## config.mk

```make
export PLATFORM = sky130hd
export DESIGN_NAME = lsu_bus_bridge
export DESIGN_NICKNAME = d
export VERILOG_FILES = /design/src/rtl/lsu_bus_bridge.sv
export SDC_FILE = /design/constraint.sdc
export NUM_CORES = 1
export LEC_CHECK = 0
export ABC_AREA = 1
export ABC_CLOCK_PERIOD_IN_PS = 2500
export CAP_MARGIN = 20
export CORE_MARGIN = 5
export CORE_UTILIZATION = 28
export DETAILED_ROUTE_END_ITERATION = 6
export HOLD_SLACK_MARGIN = 0.15
export SLEW_MARGIN = 30
export SYNTH_ARGS = -nofsm -noshare
export SYNTH_HDL_FRONTEND = slang
export SYNTH_SLANG_ARGS = --single-unit
```

## constraint.sdc

```tcl
create_clock -name clk -period 2.5 [get_ports clk]
set_input_delay 0.375 -clock clk [delete_from_list [all_inputs] [get_ports clk]]
set_output_delay 0.375 -clock clk [all_outputs]
set_load 0.05 [all_outputs]
```

## src/rtl/lsu_bus_bridge.sv

```systemverilog
// Bridges the core's combinational data-access port onto a registered valid/ready bus.
// Optional watchdog: define BRIDGE_TIMEOUT_EN to abort requests after TIMEOUT_CYCLES.
module lsu_bus_bridge #(
   parameter int XLEN           = 64,
   parameter int TIMEOUT_CYCLES = 255
) (
   input  logic              clk,
   input  logic              rstn,
   input  logic              acs_en,
   input  logic              acs_wr,
   input  logic [XLEN/8-1:0] acs_bytes,
   input  logic [XLEN-1:0]   acs_addr,
   input  logic [XLEN-1:0]   acs_wdata,
   output logic [XLEN-1:0]   acs_rdata,
   output logic              stall,
   output logic              err,
   output logic              bus_req_valid,
   input  logic              bus_req_ready,
   output logic              bus_req_wr,
   output logic [XLEN-1:0]   bus_req_addr,
   output logic [XLEN/8-1:0] bus_req_strb,
   output logic [XLEN-1:0]   bus_req_wdata,
   input  logic              bus_rsp_valid,
   input  logic [XLEN-1:0]   bus_rsp_data,
   input  logic              bus_rsp_err,
   output logic [1:0]        dbg_state
);
   localparam int LANES = XLEN / 8;
   localparam int OFFW  = $clog2(LANES);

   localparam logic [1:0] S_IDLE = 2'd0;
   localparam logic [1:0] S_REQ  = 2'd1;
   localparam logic [1:0] S_WAIT = 2'd2;
   localparam logic [1:0] S_DONE = 2'd3;

   logic [1:0]       state_q, state_d;
   logic             wr_q, wr_d;
   logic [XLEN-1:0]  addr_q, addr_d;
   logic [OFFW-1:0]  off_q, off_d;
   logic [LANES-1:0] strb_q, strb_d;
   logic [XLEN-1:0]  wdata_q, wdata_d;
   logic [XLEN-1:0]  rdata_q, rdata_d;
   logic             err_q, err_d;

   logic [OFFW-1:0]    off;
   logic [2*LANES-1:0] strb_full;
   logic               misaligned;
   logic [XLEN-1:0]    rsp_shifted;
   logic               timeout;

   assign off         = acs_addr[OFFW-1:0];
   // Shift at double width so lanes pushed past the top are visible as a misalignment.
   assign strb_full   = {{LANES{1'b0}}, acs_bytes} << off;
   assign misaligned  = |strb_full[2*LANES-1:LANES];
   assign rsp_shifted = bus_rsp_data >> {off_q, 3'b000};

`ifdef BRIDGE_TIMEOUT_EN
   localparam int CW = $clog2(TIMEOUT_CYCLES + 1);
   logic [CW-1:0] cnt_q, cnt_d;

   assign timeout = (cnt_q == CW'(TIMEOUT_CYCLES - 1));

   always_comb begin
      cnt_d = cnt_q;
      if (state_q == S_IDLE) cnt_d = '0;
      else if (state_q == S_REQ || state_q == S_WAIT) cnt_d = cnt_q + CW'(1);
   end

   always_ff @(posedge clk or negedge rstn) begin
      if (!rstn) cnt_q <= '0;
      else       cnt_q <= cnt_d;
   end
`else
   // No watchdog: this constant is always false.
   assign timeout = (TIMEOUT_CYCLES < 0);
`endif

   always_comb begin
      state_d = state_q;
      wr_d    = wr_q;
      addr_d  = addr_q;
      off_d   = off_q;
      strb_d  = strb_q;
      wdata_d = wdata_q;
      rdata_d = rdata_q;
      err_d   = err_q;
      case (state_q)
         S_IDLE: begin
            if (acs_en) begin
               if (misaligned) begin
                  state_d = S_DONE;
                  err_d   = 1'b1;
                  rdata_d = '0;
               end else begin
                  state_d = S_REQ;
                  wr_d    = acs_wr;
                  addr_d  = {acs_addr[XLEN-1:OFFW], {OFFW{1'b0}}};
                  off_d   = off;
                  strb_d  = strb_full[LANES-1:0];
                  wdata_d = acs_wdata << {off, 3'b000};
                  err_d   = 1'b0;
                  rdata_d = '0;
               end
            end
         end
         S_REQ: begin
            if (bus_req_ready) begin
               state_d = S_WAIT;
            end else if (timeout) begin
               state_d = S_DONE;
               err_d   = 1'b1;
               rdata_d = '0;
            end
         end
         S_WAIT: begin
            if (bus_rsp_valid) begin
               state_d = S_DONE;
               err_d   = bus_rsp_err;
               rdata_d = (bus_rsp_err || wr_q) ? '0 : rsp_shifted;
            end else if (timeout) begin
               state_d = S_DONE;
               err_d   = 1'b1;
               rdata_d = '0;
            end
         end
         S_DONE:  state_d = S_IDLE;
         default: state_d = S_IDLE;
      endcase
   end

   always_ff @(posedge clk or negedge rstn) begin
      if (!rstn) begin
         state_q <= S_IDLE;
         wr_q    <= 1'b0;
         addr_q  <= '0;
         off_q   <= '0;
         strb_q  <= '0;
         wdata_q <= '0;
         rdata_q <= '0;
         err_q   <= 1'b0;
      end else begin
         state_q <= state_d;
         wr_q    <= wr_d;
         addr_q  <= addr_d;
         off_q   <= off_d;
         strb_q  <= strb_d;
         wdata_q <= wdata_d;
         rdata_q <= rdata_d;
         err_q   <= err_d;
      end
   end

   // Bus handshake: a request transfers on a cycle where bus_req_valid and bus_req_ready are both 1;
   // fields stay stable while valid waits for ready; a response is taken only in WAIT.
   assign bus_req_valid = (state_q == S_REQ);
   assign bus_req_wr    = wr_q;
   assign bus_req_addr  = addr_q;
   assign bus_req_strb  = strb_q;
   assign bus_req_wdata = wdata_q;

   assign acs_rdata = (state_q == S_DONE) ? rdata_q : '0;
   assign err       = (state_q == S_DONE) & err_q;
   assign stall     = acs_en & (state_q != S_DONE);
   assign dbg_state = state_q;
endmodule

```

==> impl_metrics.env <==
export IMPL_die_h_um=220
export IMPL_place_hpwl_um=36900
export IMPL_hold_start="acs_addr[1]"
export IMPL_ys_seq_area_frac=0.414
export IMPL_vias=13828
export IMPL_start_util=0.281
export IMPL_nFillCells=4592
export IMPL_synth_ff_type="dfrtp_1"
export IMPL_power_density_nw_per_um2=1190
export IMPL_ys_warn_count=0
export IMPL_leakage_nw=9.03
export IMPL_drc=0
export IMPL_synth_area_per_cell_um2=6.73
export IMPL_dpl_worst_slack_ns=0.0950
export IMPL_ios=413
export IMPL_tns_ns=0
export IMPL_seqCellArea_um2=5110
export IMPL_wl_um=51600
export IMPL_root_buffer="clkbuf_16"
export IMPL_cp_max_fo=17
export IMPL_synthTopCellsByArea="dfrtp_1 (41%), nand2_1 (24%), nand4_1 (7.4%)"
export IMPL_crit_chain="inv_1, ha_1, nand2_1, o211ai_1, nor3b_2, nand2_1, o21ai_0"
export IMPL_maxSlewViolCount=0
export IMPL_grt_pass1_vias=13016
export IMPL_hold_viol=0
export IMPL_worstSetupEndpointType="flop"
export IMPL_ir_drop_v=0.000735
export IMPL_yosysMostFrequentCell="nand2_1"
export IMPL_async_flop_share=1.00
export IMPL_netlist_top_cell_by_area="dfrtp_1"
export IMPL_diodes=0
export IMPL_setup_violations=0
export IMPL_synth_cell_type_count=27
export IMPL_crit_type="reg -> reg"
export IMPL_ant_nets=0
export IMPL_fin_skew_ns=0.0210
export IMPL_insertion_delay_ns=0.54
export IMPL_grt_pass1_wl_um=77500
export IMPL_vias_per_cell=5.02
export IMPL_synth_area_um2=12300
export IMPL_timing_fmax_ghz=0.436
export IMPL_cts_buffer_depth=3
export IMPL_drt_initial_drc_count=1143
export IMPL_fin_nets=2364
export IMPL_crit_required_ns=2.93
export IMPL_r2r_end="rdata_q[59]$_DFFE_PN0P_"
export IMPL_antenna_found_initial=5
export IMPL_timing_final_crit_share=0.917
export IMPL_worst_slack_ns=0.206
export IMPL_die_x_um=220
export IMPL_hp_class="in -> reg"
export IMPL_firstDrtPassIters=6
export IMPL_synth_edff_count=0
export IMPL_area_growth_pct=42.9
export IMPL_synth_commonest_cells="nand2_1 (793), dfrtp_1 (204), nand4_1 (147)"
export IMPL_yosysTopAreaCellShare=0.414
export IMPL_r2r_cells=7
export IMPL_relSlewSlack=0.488
export IMPL_status="finished clean"
export IMPL_grt_ovfl_total=0
export IMPL_drive_gt1_frac=0.0753
export IMPL_crit_slowest_cell="dfrtp_1"
export IMPL_holdPathEnd="bus_req_strb[0]$_DFFE_PN0P_"
export IMPL_cts_buffers=25
export IMPL_post_drt_wl_per_cell_um=18.7
export IMPL_crit_arrival_ns=2.72
export IMPL_ys_ff_latch=204
export IMPL_syn_instance_count=1835
export IMPL_grt_util_all_layers=0.201
export IMPL_cts_tree="built"
export IMPL_max_cap_viol_count=0
export IMPL_rsz0062_at_grt="false"
export IMPL_grt_max_degree=85
export IMPL_min_period_ns=2.29
export IMPL_multi_input_area_um2=6160
export IMPL_cts_reportedPaths_clkPinSlew_ns=0.06
export IMPL_rrSetupSlack_ns=0.21
export IMPL_io_buffers=409
export IMPL_cts_sinks=204
export IMPL_gp_congestion=0.911
export IMPL_die_area_um2=48400
export IMPL_cp_common_cell="nand2_1"
export IMPL_tightest_slew_ns=0.768
export IMPL_rows=77
export IMPL_htree_levels=1
export IMPL_cp_start_kind="flop"
export IMPL_slowest_delay_ns=0.45
export IMPL_core_area_um2=43900
export IMPL_min_path_cells=4
export IMPL_r2r_start="dbg_state[0]$_DFFE_PN0P_"
## worst max-delay path: cells and delay by family (launching register included)
kind | cells | cell delay (ns)
adder cells (fa/ha/maj) | 1 | 0.25
buffers and inverters | 1 | 0.12
flip-flops | 1 | 0.45
AO/OA/AOI/OAI | 2 | 0.50
AND/OR/NAND/NOR | 3 | 0.87
## state kept, by name, indices dropped and copies added (netlist names)
name / flops
bus_req_addr: 61
bus_req_strb: 8
bus_req_wdata: 64
bus_req_wr: 1
dbg_state: 2
err_q: 1
off_q: 3
rdata_q: 64
## where the power goes
| part | switching, mW | internal, mW | leakage [nW] | total (mW) |
|---|---|---|---|---|
| sequential | 0.936 | 4.66 | 2.68 | 5.60 |
| clock | 1.45 | 1.91 | 0.351 | 3.36 |
| combinational | 8.28 | 3.71 | 6.00 | 12.0 |
| total | 10.7 | 10.3 | 9.03 | 20.9 |
## metal layers
| layer | track usage | vias to the layer above | part of all wire |
|---|---|---|---|
| met5 | 0 | - | 0.00093 |
| met4 | 0.0639 | 8 | 0.032 |
| met2 | 0.319 | 599 | 0.46 |
| met3 | 0.0523 | 80 | 0.092 |
| li1 | - | 6604 | - |
| met1 | 0.269 | 6537 | 0.41 |
## worst max path at each step
stage,start,to
after floorplan,dbg_state[0]$_DFFE_PN0P_,rdata_q[61]$_DFFE_PN0P_
after global placement,acs_en,rdata_q[53]$_DFFE_PN0P_
after detailed placement,acs_en,rdata_q[59]$_DFFE_PN0P_
after CTS,dbg_state[1]$_DFFE_PN0P_,bus_req_valid
after global routing,dbg_state[0]$_DFFE_PN0P_,rdata_q[59]$_DFFE_PN0P_
final,dbg_state[0]$_DFFE_PN0P_,rdata_q[59]$_DFFE_PN0P_
## layout by cell type, fill, tap and decap left out, drive strengths merged
master         count
nand2            793
clkdlybuf4s50    338
dfrtp            204
nand4            147
o21ai            114
nand3            112
inv              110
buf              106
nor2              79
clkbuf            36
o211ai            33
a21oi             24
o31ai             16
or2               14
nor3               9
ha                 5
clkinv             5
a31oi              4
o22ai              4
conb               3
mux2i              2
nor3b              1
a21boi             1
clkinvlp           1
dlygate4sd3        1
dlymetal6s2s       1
dlygate4sd2        1
## timing repair
| item | 4_1_cts | 5_1_grt |
|---|---|---|
| endpoints found under the hold margin | 59 | 0 |
| buffers inserted | 0 | 0 |
| hold buffers | 1 | 0 |
| gates cloned | 0 | 1 |
| resized for setup | 1 | 2 |
| endpoints found under the setup margin | 1 | 2 |
## cells by family after synthesis
group	after synthesis	synth area share
DFF	204	0.414
AOI/OAI and AO/OA	196	0.0910
other	1	0.000304
buffers and inverters	272	0.0920
adders and majority gates	5	0.00507
and+or+nand+nor	1155	0.396
muxes	2	0.00162
## area by class of cell
type	instances	share of cell area
clock buffer	35	0.0393
multi-input combinational	1361	0.349
inverter	112	0.0240
sequential	204	0.290
clock inverter	4	0.00170
timing repair buffer	448	0.254
tap	592	0.0420
## per-stage QoR
stage | instances | power, mW | area (um^2) | hold WS (ns) | utilization
after floorplan | 1837 | 13.0 | 12400 | 0.0794 | -
after global placement | 2715 | 17.5 | 16900 | 0.392 | 0.384
after detailed placement | 2715 | 17.6 | 16900 | 0.381 | 0.384
after CTS | 2755 | 21.1 | 17600 | 0.252 | 0.401
after global routing | 2756 | 22.2 | 17600 | 0.309 | 0.401
final | 2756 | 20.9 | 17600 | 0.297 | 0.401
Note: power is estimated with default switching activity, not from simulation.
